[config.mk]
export PLATFORM = sky130hd
export DESIGN_NAME = pipelined_mux_tree
export DESIGN_NICKNAME = d
export VERILOG_FILES = /design/src/rtl/pmux_pkg.sv /design/src/rtl/mux4_node.sv /design/src/rtl/pipelined_mux_tree.sv
export SDC_FILE = /design/constraint.sdc
export NUM_CORES = 1
export LEC_CHECK = 0
export ABC_AREA = 1
export CORE_ASPECT_RATIO = 0.8
export CORE_MARGIN = 5
export CORE_UTILIZATION = 35
export CTS_BUF_LIST = sky130_fd_sc_hd__clkbuf_16
export CTS_CLUSTER_DIAMETER = 120
export DETAILED_ROUTE_END_ITERATION = 6
export MAX_ROUTING_LAYER = met4
export PLACE_DENSITY = 0.76
export SLEW_MARGIN = 15
export SYNTH_ARGS = -nofsm -noshare
export SYNTH_HDL_FRONTEND = slang
export SYNTH_SLANG_ARGS = --single-unit
[constraint.sdc]
create_clock -name clk -period 1.4 [get_ports clk]
set_input_delay 0.28 -clock clk [delete_from_list [all_inputs] [get_ports clk]]
set_output_delay 0.28 -clock clk [all_outputs]
set_load 0.02 [all_outputs]
[src/rtl/pmux_pkg.sv]
// pmux_pkg: shared helpers for the pipelined mux tree.
package pmux_pkg;

    // Number of 4:1 levels needed to cover w select bits.
    function automatic int clog4(input int w);
        return (w + 1) / 2;
    endfunction

    function automatic bit pmux_legal(input int sel_w, input int levels);
        return sel_w >= 1 && levels == clog4(sel_w);
    endfunction

endpackage

[src/rtl/mux4_node.sv]
// mux4_node: combinational 4:1 word mux, one node of the tree.
module mux4_node
    import pmux_pkg::*;
#(
    parameter int DATA_W = 8
) (
    input  logic [4*DATA_W-1:0] in_data,
    input  logic [1:0]          in_sel,
    output logic [DATA_W-1:0]   out_data
);

    assign out_data = in_data[in_sel*DATA_W +: DATA_W];

endmodule

[src/rtl/pipelined_mux_tree.sv]
// pipelined_mux_tree: N:1 word mux built from 4:1 nodes, registered after every level,
// with a valid/ready handshake that stalls the whole pipe.
module pipelined_mux_tree
    import pmux_pkg::*;
#(
    parameter int DATA_W = 8,
    parameter int SEL_W  = 4
) (
    input  logic                         clk,
    input  logic                         rst,
    input  logic [(2**SEL_W)*DATA_W-1:0] in_data,
    input  logic [SEL_W-1:0]             in_sel,
    input  logic                         in_valid,
    output logic                         in_ready,
    output logic [DATA_W-1:0]            out_data,
    output logic [SEL_W-1:0]             out_sel,
    output logic                         out_valid,
    input  logic                         out_ready
);

    localparam int N      = 2**SEL_W;
    localparam int LEVELS = clog4(SEL_W);
    localparam int NP     = 4**LEVELS;

    // Word offset of level k inside the flat stage-data register.
    function automatic int word_off(input int k);
        int s = 0;
        for (int i = 0; i < k; i++) s += NP >> (2*i + 2);
        return s;
    endfunction

    localparam int TOTW = word_off(LEVELS);

    logic [TOTW*DATA_W-1:0] r_data;
    logic [TOTW*DATA_W-1:0] w_nxt;
    logic [LEVELS-1:0]      r_valid;
    logic [LEVELS-1:0]      w_vnxt;
    logic [SEL_W-1:0]       r_sel  [LEVELS];
    logic [SEL_W-1:0]       w_snxt [LEVELS];
    logic [NP*DATA_W-1:0]   w_pad;
    logic                   w_stall;

    if (!pmux_legal(SEL_W, LEVELS) || DATA_W < 1) begin : g_bad
        $error("pipelined_mux_tree: illegal SEL_W/DATA_W");
    end

    // Odd SEL_W: zero words pad the tree to a power of 4; the 0 upper sel bit never reaches them.
    if (NP == N) begin : g_nopad
        assign w_pad = in_data;
    end else begin : g_pad
        assign w_pad = {{((NP - N)*DATA_W){1'b0}}, in_data};
    end

    for (genvar k = 0; k < LEVELS; k++) begin : g_lvl
        localparam int WK  = NP >> (2*k + 2);
        localparam int OFF = word_off(k);
        logic [4*WK*DATA_W-1:0] w_lin;
        logic [1:0]             w_pair;
        if (k == 0) begin : g_first
            assign w_lin     = w_pad;
            assign w_vnxt[0] = in_valid;
            assign w_snxt[0] = in_sel;
        end else begin : g_next
            assign w_lin     = r_data[word_off(k-1)*DATA_W +: 4*WK*DATA_W];
            assign w_vnxt[k] = r_valid[k-1];
            assign w_snxt[k] = r_sel[k-1];
        end
        if (2*k + 1 < SEL_W) begin : g_pair2
            assign w_pair = w_snxt[k][2*k+1:2*k];
        end else begin : g_pair1
            assign w_pair = {1'b0, w_snxt[k][2*k]};
        end
        for (genvar j = 0; j < WK; j++) begin : g_node
            mux4_node #(.DATA_W(DATA_W)) u_node (
                .in_data  (w_lin[j*4*DATA_W +: 4*DATA_W]),
                .in_sel   (w_pair),
                .out_data (w_nxt[(OFF + j)*DATA_W +: DATA_W])
            );
        end
    end

    assign out_valid = r_valid[LEVELS-1];
    assign out_data  = r_data[TOTW*DATA_W-1 -: DATA_W];
    assign out_sel   = r_sel[LEVELS-1];
    assign w_stall   = out_valid & ~out_ready;
    assign in_ready  = ~w_stall;

    always_ff @(posedge clk or posedge rst) begin
        if (rst) begin
            r_data  <= '0;
            r_valid <= '0;
            r_sel   <= '{default: '0};
        end else if (!w_stall) begin
            r_data  <= w_nxt;
            r_valid <= w_vnxt;
            r_sel   <= w_snxt;
        end
    end

endmodule

==> results of run 1 <==
## cell type report
cell class	instances	area [um^2]
Clock buffer	5	125
Sequential cell	50	1250
Timing Repair Buffer	167	1700
Fill cell	974	4350
Clock inverter	2	33.8
Inverter	92	349
Multi-Input combinational cell	424	1710
Tap cell	136	170
## through the flow
step	setup TNS, ns	instance area, um^2
global placement	-15.19	5190
global route	0	5340
floorplan	0	3480
detailed placement	-16.24	5190
finish	0	5340
CTS	0	5330
## cells in the final DEF (no fill, tap or decap)
cell type        count
o21ai_0              7
buf_2                2
inv_2                5
clkdlybuf4s50_1    133
buf_4                9
nor2_4               2
nor2_8               1
buf_8                1
clkinvlp_4           1
clkbuf_16            5
nor2_1               7
buf_12               7
a21oi_1              1
nand2_1            346
dfrtp_1             50
clkinv_1             1
nor3_1               1
bufinv_16            1
nand3_1             59
dlygate4sd2_1       14
inv_1               86
buf_6                1
## logic make-up after synthesis
| kind of cell | synth area share, % |
|---|---|
| flops | 35.9 |
| buf+inv | 15.0 |
| compound gates | 1.15 |
| simple gates | 47.9 |
## state kept, by name, indices dropped and copies added (netlist names)
name and flops:
g_lvl.w_pair 2, r_valid 2, r_sel 2, out_sel 4, r_data 40
## how the worst min path moves through the flow
stage / to / start / cells past startpoint / slack (ns)
finish: out_sel[3] / rst / 3 / 0.41
global route: out_sel[2] / rst / 3 / 0.44
CTS: r_valid[0] / rst / 3 / 0.42
detailed placement: r_valid[1] / r_valid[0] / 2 / 0.45
global placement: r_valid[1] / r_valid[0] / 2 / 0.43
floorplan: g_lvl[1].w_pair[0] / rst / 1 / 0.32
## critical path, stage by stage, from the launching register on
cell and delay [ns]:
dfrtp_1 0.39, inv_2 0.10, nor2_8 0.05, inv_2 0.06, buf_2 0.16
## power by group through the flow
stage / combinational, mW / sequential, mW / clock, mW
floorplan: 0.847 / 1.92 / 0
global placement: 1.70 / 1.87 / 0
detailed placement: 1.74 / 1.88 / 0
CTS: 1.68 / 1.85 / 1.36
global route: 1.87 / 1.89 / 1.43
finish: 1.66 / 1.85 / 1.33
## routing by layer
layer	wire [um]	part of all wire (%)	vias to the layer above	GRT usage (%)
li1	-	-	2025	-
met1	4520	44	1759	22.2
met2	5070	49	102	29.6
met3	590	5.7	13	3.58
met4	150	1.5	0	4.05
met5	0	0	-	-
==> flow_metrics.py, run 1 <==
metrics = {
    "floorplan": {
        "io_pins": 150,
        "die_width_um": 121,
        "start_util_pct": 35.9,
        "die_area_mm2": 0.0121,
        "core_mm2": 0.00969,
        "fp.dieH_um": 99.2,
        "rows": 32,
    },
    "setup_path": {
        "r2r_cells": 7,
        "r2r_start": "r_valid[1]",
        "crit_fanout": 2,
        "crit_type": "reg2out",
        "startpoint_type": "register",
        "arrival_ns": 1.04,
        "critPathRequiredTime_ns": 1.12,
        "r2r-end": "r_data[35]",
        "rrSetupSlack_ns": 0.12,
        "end_kind": "output port",
        "startpoint": "r_valid[1]",
        "cp-endpoint": "in_ready",
    },
    "clock_tree": {
        "cts-resized-gates": 20,
        "cts_max_path_buffers": 2,
        "clk_pin_slew_ns": 0.06,
        "cts_sinks": 50,
        "clk_latency_ns": 0.29,
        "cts_buffers": 5,
        "cts_setup_buffers": 0,
        "htree_levels": 2,
        "root_buffer": "clkbuf_16",
        "hold_buffers": 0,
        "cts_tree": "built",
    },
    "detailed_routing": {
        "ant_nets": 0,
        "drt-total-wl_mm": 10.3,
        "vias": 3899,
        "drt-pass1-iter-count": 4,
        "wl_per_cell_um": 11.8,
        "viasPerCell": 4.45,
        "drcViolationCount": 0,
        "drt_iter0_drc": 220,
    },
    "min_path": {
        "hold_class": "in2async",
    },
    "layout": {
        "fin_util_pct": 55.1,
        "area_growth_pct": 53.3,
        "antenna_cells": 0,
        "fin_cells": 876,
        "nNetsFinal": 876,
        "drive_above_1_share_pct": 4.73,
    },
    "sta": {
        "max_freq_ghz": 0.755,
        "clock-skew-final_ns": 0.00306,
        "fin_crit_sh_pct": 94.5,
        "fin_ws_ns": 0.0763,
        "hold_violations": 0,
        "hold_ws_ns": 0.407,
        "finalMaxSlewViolations": 0,
        "rsz0062_at_grt": "no",
        "worstMarginPinSlew_ns": 0.283,
        "slew_headroom_pct": 81.1,
        "finalCriticalPeriod_ns": 1.32,
        "setup_viol": 0,
    },
    "synth": {
        "netlist_instances": 599,
        "synth.cell_area_mm2": 0.00348,
        "synth_common_cells": "nand2_1, inv_1, nand3_1, dfrtp_1, buf_2",
        "synth_top_area_cell": "nand2_1",
        "synth_area_per_cell_um2": 5.81,
        "syn_nets": 735,
        "yosysMostFrequentCell": "nand2_1",
        "ys_async_sr_fraction_pct": 100,
        "yosysUniqueCellTypes": 14,
        "yosysWarnings": 0,
        "ys_seq_area_share_pct": 35.9,
        "synth-edff-count": 0,
        "synth_top_area_share_pct": 37.3,
        "synth_seq_cells": 50,
        "synth_top_cells_by_area": "nand2_1, dfrtp_1, inv_1, nand3_1, buf_2",
        "synth_ff_type": "dfrtp_1",
    },
    "place": {
        "post-place-ws_ns": -0.477,
        "post-dp-hpwl_mm": 8.19,
        "dp_cells": 869,
        "gp_congestion": 0.875,
        "io_buffers": 149,
    },
    "grt": {
        "grt_usage_pct": 17.7,
        "grt_max_degree": 51,
        "grt_pass1_vias": 3891,
        "grt_first_pass_wirelength_mm": 17.2,
        "grt.overflow.total": 0,
        "antenna_found_initial": 0,
    },
    "flow_run": {
        "maxCapViolations": 0,
    },
    "power": {
        "internal_power_mw": 3.32,
        "powerDensity_mw_per_mm2": 909,
        "p_leak_nw": 2.96,
        "finalPower_mw": 4.85,
        "pwr-share-clk_pct": 27.5,
        "seq_power_share_pct": 38.2,
        "peakVddDrop_mv": 0.496,
        "swShare_pct": 31.5,
        "net-switching-power_mw": 1.53,
        "pwr-share-comb_pct": 34.3,
    },
    "status": {
        "status": "finished clean",
    },
}
Power figures use the tool's default switching activity.
==> inputs of run 2 (changes only) <==
--- a/config.mk
+++ b/config.mk
@@ -6,12 +6,13 @@
 export NUM_CORES = 1
 export LEC_CHECK = 0
 export ABC_AREA = 1
+export CAP_MARGIN = 20
 export CORE_ASPECT_RATIO = 0.8
 export CORE_MARGIN = 5
 export CORE_UTILIZATION = 35
 export CTS_BUF_LIST = sky130_fd_sc_hd__clkbuf_16
-export CTS_CLUSTER_DIAMETER = 120
 export DETAILED_ROUTE_END_ITERATION = 6
+export HOLD_SLACK_MARGIN = 0.08
 export MAX_ROUTING_LAYER = met4
 export PLACE_DENSITY = 0.76
 export SLEW_MARGIN = 15
==> results of run 2 <==
Same layout as run 1: the final DEF is identical, and so are final timing and power.
==> inputs of run 3 (changes only) <==
--- a/config.mk
+++ b/config.mk
@@ -6,7 +6,6 @@
 export NUM_CORES = 1
 export LEC_CHECK = 0
 export ABC_AREA = 1
-export CAP_MARGIN = 20
 export CORE_ASPECT_RATIO = 0.8
 export CORE_MARGIN = 5
 export CORE_UTILIZATION = 35
==> results of run 3 <==
Same layout as run 1: the final DEF is identical, and so are final timing and power.
